File: config.mk
export PLATFORM = sky130hd
export DESIGN_NAME = svc_rv_mmio_mul
export DESIGN_NICKNAME = d
export VERILOG_FILES = /design/src/rtl/svc_rv_mmio_mul_pkg.sv /design/src/rtl/svc_rv_mul_iter.sv /design/src/rtl/svc_rv_mmio_mul.sv
export SDC_FILE = /design/constraint.sdc
export NUM_CORES = 1
export LEC_CHECK = 0
export ABC_AREA = 1
export CAP_MARGIN = 20
export CORE_MARGIN = 5
export CORE_UTILIZATION = 40
export DETAILED_ROUTE_END_ITERATION = 8
export SYNTH_ARGS = -nofsm -noshare
export SYNTH_HDL_FRONTEND = slang
export SYNTH_SLANG_ARGS = --single-unit
File: constraint.sdc
create_clock -name clk -period 2.7 [get_ports clk]
set_clock_uncertainty 0.2 [all_clocks]
set_input_delay 0.54 -clock clk [delete_from_list [all_inputs] [get_ports clk]]
set_output_delay 0.54 -clock clk [all_outputs]
set_load 0.005 [all_outputs]
File: src/rtl/svc_rv_mmio_mul_pkg.sv
// Shared constants and types for the MMIO iterative multiplier.
package svc_rv_mmio_mul_pkg;

    localparam int unsigned IO_AW   = 10;
    localparam int unsigned DATA_W  = 32;
    localparam int unsigned PROD_W  = 64;
    localparam int unsigned CNT_W   = 6;

    // Word-index offsets (byte offset >> 2)
    localparam logic [IO_AW-1:0] REG_A      = IO_AW'(0);
    localparam logic [IO_AW-1:0] REG_B      = IO_AW'(1);
    localparam logic [IO_AW-1:0] REG_CTRL   = IO_AW'(2);
    localparam logic [IO_AW-1:0] REG_STATUS = IO_AW'(3);
    localparam logic [IO_AW-1:0] REG_RES_LO = IO_AW'(4);
    localparam logic [IO_AW-1:0] REG_RES_HI = IO_AW'(5);

    // STATUS bit positions
    localparam int unsigned STAT_BUSY = 0;
    localparam int unsigned STAT_DONE = 1;
    localparam int unsigned STAT_ERR  = 2;

    // CTRL bit positions
    localparam int unsigned CTRL_A_SIGNED = 0;
    localparam int unsigned CTRL_B_SIGNED = 1;

    typedef enum logic [1:0] {
        ST_IDLE = 2'd0,
        ST_RUN  = 2'd1,
        ST_FIX  = 2'd2
    } mul_state_e;

    // Magnitude of an operand, treating it as two's complement when sgn is set.
    function automatic logic [DATA_W-1:0] mag32(input logic [DATA_W-1:0] x, input logic sgn);
        return (sgn && x[DATA_W-1]) ? DATA_W'(-x) : x;
    endfunction

endpackage

File: src/rtl/svc_rv_mul_iter.sv
// Iterative shift-add 32x32->64 multiplier: one multiplier bit per cycle, sign fix-up at the end.
module svc_rv_mul_iter
    import svc_rv_mmio_mul_pkg::*;
(
    input  logic              clk,
    input  logic              rst,
    input  logic              start,
    input  logic [DATA_W-1:0] a,
    input  logic [DATA_W-1:0] b,
    input  logic              a_signed,
    input  logic              b_signed,
    output logic              busy,
    output logic              valid_c,
    output logic [PROD_W-1:0] product
);

    mul_state_e        state;
    mul_state_e        state_next;
    logic              load;
    logic              step;
    logic              finish;
    logic [CNT_W-1:0]  cnt;
    logic [PROD_W-1:0] mcand;
    logic [DATA_W-1:0] mplier;
    logic [PROD_W-1:0] acc;
    logic              neg;

    // State register
    always_ff @(posedge clk) begin
        if (rst) state <= ST_IDLE;
        else     state <= state_next;
    end

    // Next-state: a start is taken in IDLE and also in FIX, so back-to-back operations chain
    always_comb begin
        state_next = state;
        case (state)
            ST_IDLE: if (start) state_next = ST_RUN;
            ST_RUN:  if (cnt == CNT_W'(DATA_W - 1)) state_next = ST_FIX;
            ST_FIX:  state_next = start ? ST_RUN : ST_IDLE;
            default: state_next = ST_IDLE;
        endcase
    end

    // Control decode from the current state
    always_comb begin
        load    = 1'b0;
        step    = 1'b0;
        finish  = 1'b0;
        case (state)
            ST_IDLE: load = start;
            ST_RUN:  step = 1'b1;
            ST_FIX: begin
                finish = 1'b1;
                load   = start;
            end
            default: ;
        endcase
        valid_c = finish;
    end

    // Datapath: operand capture, shift-add iterations, signed fix-up into the product register
    always_ff @(posedge clk) begin
        if (rst) begin
            busy    <= 1'b0;
            cnt     <= '0;
            mcand   <= '0;
            mplier  <= '0;
            acc     <= '0;
            neg     <= 1'b0;
            product <= '0;
        end else begin
            if (load) begin
                mcand  <= {{(PROD_W-DATA_W){1'b0}}, mag32(a, a_signed)};
                mplier <= mag32(b, b_signed);
                acc    <= '0;
                cnt    <= '0;
                neg    <= (a_signed & a[DATA_W-1]) ^ (b_signed & b[DATA_W-1]);
                busy   <= 1'b1;
            end else if (step) begin
                if (mplier[0]) acc <= acc + mcand;
                mcand  <= mcand << 1;
                mplier <= mplier >> 1;
                cnt    <= (cnt == CNT_W'(DATA_W - 1)) ? '0 : cnt + CNT_W'(1);
            end
            if (finish) begin
                product <= neg ? PROD_W'(-acc) : acc;
                if (!load) busy <= 1'b0;
            end
        end
    end

endmodule

File: src/rtl/svc_rv_mmio_mul.sv
// MMIO responder wrapping the iterative multiplier: decode, register file, W1C status, read mux.
module svc_rv_mmio_mul
    import svc_rv_mmio_mul_pkg::*;
(
    input  logic        clk,
    input  logic        rst,
    input  logic        io_ren,
    input  logic [31:0] io_raddr,
    output logic [31:0] io_rdata,
    input  logic        io_wen,
    input  logic [31:0] io_waddr,
    input  logic [31:0] io_wdata,
    input  logic [3:0]  io_wstrb,
    output logic        done_irq
);

    logic [IO_AW-1:0]  raddr_w;
    logic [IO_AW-1:0]  waddr_w;
    logic [DATA_W-1:0] a_reg;
    logic [DATA_W-1:0] b_reg;
    logic              done;
    logic              err;
    logic              busy;
    logic              valid_c;
    logic [PROD_W-1:0] product;
    logic              start_c;
    logic              start_ok_c;
    logic              start_err_c;
    logic              w1c_c;
    logic [DATA_W-1:0] rmux_c;
    logic              unused;

    assign raddr_w = io_raddr[IO_AW+1:2];
    assign waddr_w = io_waddr[IO_AW+1:2];
    assign unused  = ^{io_raddr[31:IO_AW+2], io_raddr[1:0], io_waddr[31:IO_AW+2], io_waddr[1:0]};

    // Write-side decode; a start during the FIX cycle is not an error since the core takes it
    always_comb begin
        start_c     = io_wen && (waddr_w == REG_CTRL) && io_wstrb[0];
        w1c_c       = io_wen && (waddr_w == REG_STATUS) && io_wstrb[0];
        start_ok_c  = start_c && !(busy && !valid_c);
        start_err_c = start_c && busy && !valid_c;
    end

    svc_rv_mul_iter u_iter (
        .clk      (clk),
        .rst      (rst),
        .start    (start_c),
        .a        (a_reg),
        .b        (b_reg),
        .a_signed (io_wdata[CTRL_A_SIGNED]),
        .b_signed (io_wdata[CTRL_B_SIGNED]),
        .busy     (busy),
        .valid_c  (valid_c),
        .product  (product)
    );

    // Operand registers, byte-strobed; writes while busy only affect the next start
    always_ff @(posedge clk) begin
        if (rst) begin
            a_reg <= '0;
            b_reg <= '0;
        end else if (io_wen) begin
            for (int i = 0; i < 4; i++) begin
                if (waddr_w == REG_A && io_wstrb[i]) a_reg[8*i +: 8] <= io_wdata[8*i +: 8];
                if (waddr_w == REG_B && io_wstrb[i]) b_reg[8*i +: 8] <= io_wdata[8*i +: 8];
            end
        end
    end

    // Sticky status flags: hardware set beats a same-cycle W1C
    always_ff @(posedge clk) begin
        if (rst) begin
            done <= 1'b0;
            err  <= 1'b0;
        end else begin
            if (valid_c)                                 done <= 1'b1;
            else if (start_ok_c)                         done <= 1'b0;
            else if (w1c_c && io_wdata[STAT_DONE])       done <= 1'b0;

            if (start_err_c)                             err  <= 1'b1;
            else if (w1c_c && io_wdata[STAT_ERR])        err  <= 1'b0;
        end
    end

    // Read mux over pre-write register values
    always_comb begin
        rmux_c = '0;
        case (raddr_w)
            REG_A:      rmux_c = a_reg;
            REG_B:      rmux_c = b_reg;
            REG_STATUS: begin
                rmux_c[STAT_BUSY] = busy;
                rmux_c[STAT_DONE] = done;
                rmux_c[STAT_ERR]  = err;
            end
            REG_RES_LO: rmux_c = product[DATA_W-1:0];
            REG_RES_HI: rmux_c = product[PROD_W-1:DATA_W];
            default:    rmux_c = '0;
        endcase
    end

    // Registered read data, one cycle after io_ren
    always_ff @(posedge clk) begin
        if (rst)         io_rdata <= '0;
        else if (io_ren) io_rdata <= rmux_c;
    end

    assign done_irq = done;

endmodule

==> flow_summary.toml <==
[run_status]
run_status = "finished clean"

[placement]
place_ws_ns = -0.0561
gp_congestion = 0.985
dp_hpwl_mm = 73.9
io_buffers = 92

[logic_synthesis]
synth_edf_count = 0
synth_area_um2 = 23200
synth_cells = 3930
synth_top_area_frac = 0.287
synth_cell_types = 55
synthFlopType = "dfxtp_1"
synthTopCellsByArea = "dfxtp_1 29%, nand2_1 20%, inv_1 11%, a21oi_1 7.6%, o21ai_0 5.5%"
ys_seq_elements = 332
ys_seq_area_frac = 0.287
async_flop_share = 0
avgSynthCellArea_um2 = 5.90
yosysWarningCount = 0
yosysTopAreaCell = "dfxtp_1"
synth_nets = 4102

[floorplan]
die_w_um = 251
start_util = 0.402
ios = 137
die_h_um = 251
rows = 88
core_area_um2 = 57600
die-area_um2 = 62900

[sta]
fmax_ghz = 0.383
finalCriticalPeriod_ns = 2.61
period_share = 0.967
finalHoldViolCount = 0
slew_headroom = 0.584
maxSlewViolCount = 0
fin_ws_ns = 0.0883
worst_pin_slew_ns = 0.624
setup_viol = 0
finalSetupTns_ns = 0

[critical_path]
critPathSlowestCell = "ha_1"
worstPathCellList = "ha_1, nand2_1, nor2_1, nand2_1, nor2_1, nand2_1, nand3_1, buf_4, nand3_1, nand3_1, nand3_1, nand2_1, inv_1"
r2r_cells = 13
startpoint_type = "flip-flop"
path_class = "flip-flop to flip-flop"
worstPathArrival_ns = 2.89
max_stage_delay_ns = 0.41
path_max_fanout = 5
cp_data_required_time_ns = 2.97
worstSetupEndpointType = "flip-flop"

[finish]
area_delta_synth_final_pct = 19.5
fillers = 6260
num_antenna_cells = 0
reg_top3 = "u_iter.acc (64), u_iter.mcand (64), u_iter.product (64)"
layout_common_cells = "1,246 x nand2_1, 647 x inv_1, 350 x a21oi_1"
multi_input_area_um2 = 13600
drive_gt1_frac = 0.0901
layout.nets = 4294
register_area_um2 = 6650
final_common_cell = "nand2_1"
utilization = 0.481

[power]
seq_power_share = 0.445
netSwitchingFraction = 0.231
power.leakage_nw = 13.8
p_sw_mw = 2.55
intPower_mw = 8.47
max-vdd-ir-drop_uv = 485
clkPwrFrac = 0.526
power_mw = 11.0
power_density_nw_per_um2 = 398
share_comb_of_total_power = 0.029

[global_route]
grt_antenna_before_repair = 0
grt_pass1_wl_mm = 139
grt_start_max_net_pins = 121
met2_usage = 0.479
grt-busiest-layer = "met2"
grt_overflow = 0
grt_pass1_vias = 23400
grt_use_met3 = 0.0298
use_met1 = 0.364
grtUsageTotal = 0.283

[routing]
drtAntennaViolNets = 0
drt-total-wl_mm = 92.5
drc = 0
drt-initial-drc-count = 2015
wl_per_cell_um = 18.8
via_count = 25300
firstDrtPassIters = 5
vias_per_cell = 5.14

[hold_path]
hold_path.class = "flip-flop to flip-flop"
hold_depth = 2

[cts]
clk_pin_slew_worst_paths_ns = 0.06
cts_buffer_depth = 3
cts_root_buf = "clkbuf_16"
insertion_delay_ns = 0.59
ctsHtreeMaxLevel = 2
cts_tree = "done"
numCtsBuffers = 42
cts_num_sinks = 332

[job]
maxCapViolCount = 0
## synth_stat cells, types with 29 or more instances
master	count
nand3_1	244
clkbuf_1	78
nor2_1	297
o21ai_0	254
nand2_1	1255
nor3_1	31
buf_2	41
xor2_1	87
o211ai_1	29
inv_1	649
dfxtp_1	332
o22ai_1	36
a21oi_1	353
ha_1	67
nand4_1	29
## layer usage
layer / routed length [µm] / vias to the layer above
met2: 43300 / 749
met5: 0 / -
met4: 4890 / 0
li1: - / 12800
met1: 39900 / 11500
met3: 4450 / 214
## layout make-up
type,instances,share of cell area
clock buffer,59,0.0453
sequential,332,0.240
inverter,662,0.0897
tap,765,0.0345
multi-input combinational,2800,0.489
clock inverter,14,0.00569
timing repair buffer,284,0.0951
## cell families (layout without fill, tap and decap cells)
logic type               after synthesis  after routing  share of synthesized area
AO/OA/AOI/OAI                        728            728                      0.170
XOR/XNOR                              92             92                     0.0348
adder cells (fa/ha/maj)               68             68                     0.0370
buffers and inverters                798           1019                      0.133
flip-flops                           332            332                      0.287
AND/OR/NAND/NOR                     1912           1912                      0.338
## power groups by stage
stage	Clock (mW)	Combinational (mW)	Sequential [mW]
after global placement	0	0.317	5.01
after floorplan	0	0.125	5.01
after CTS	5.88	0.319	4.90
after global routing	6.09	0.342	4.90
after detailed placement	0	0.316	5.01
final	5.80	0.322	4.90
## worst max-delay path: cells and delay by family, from the launching register on
kind / cells / cell delay (ns)
buf+inv: 2 / 0.18
fa+ha+maj: 1 / 0.41
flops: 1 / 0.36
simple gates: 10 / 1.33
## path summary, 6_finish.rpt
kind | start | to | slack (ns)
setup / recovery | u_iter.mcand[22]$_SDFFE_PP0P_ | u_iter.acc[55]$_SDFFE_PP0P_ | 0.09
hold / removal | u_iter.mplier[28]$_SDFFE_PP0P_ | u_iter.mplier[28]$_SDFFE_PP0P_ | 0.26
setup reg to reg | u_iter.mcand[22]$_SDFFE_PP0P_ | u_iter.acc[55]$_SDFFE_PP0P_ | 0.09
hold reg to reg | u_iter.mplier[28]$_SDFFE_PP0P_ | u_iter.mplier[28]$_SDFFE_PP0P_ | 0.26
## repair_timing
action / 4_1_cts / 5_1_grt
gates resized for setup: 1 / 36
hold buffers: 0 / 0
hold endpoints to repair: 0 / 0
pin swaps: 0 / 1
buffers inserted: 0 / 1
setup endpoints to repair: 1 / 31
## stage by stage
step | instances | hold slack [ns] | cell area [µm²]
after global placement | 4842 | 0.251 | 26200
after detailed placement | 4842 | 0.257 | 26200
final | 4916 | 0.264 | 27700
after floorplan | 3930 | 0.242 | 23200
after CTS | 4915 | 0.264 | 27600
after global routing | 4916 | 0.279 | 27700
Note: power is estimated with default switching activity, not from simulation.
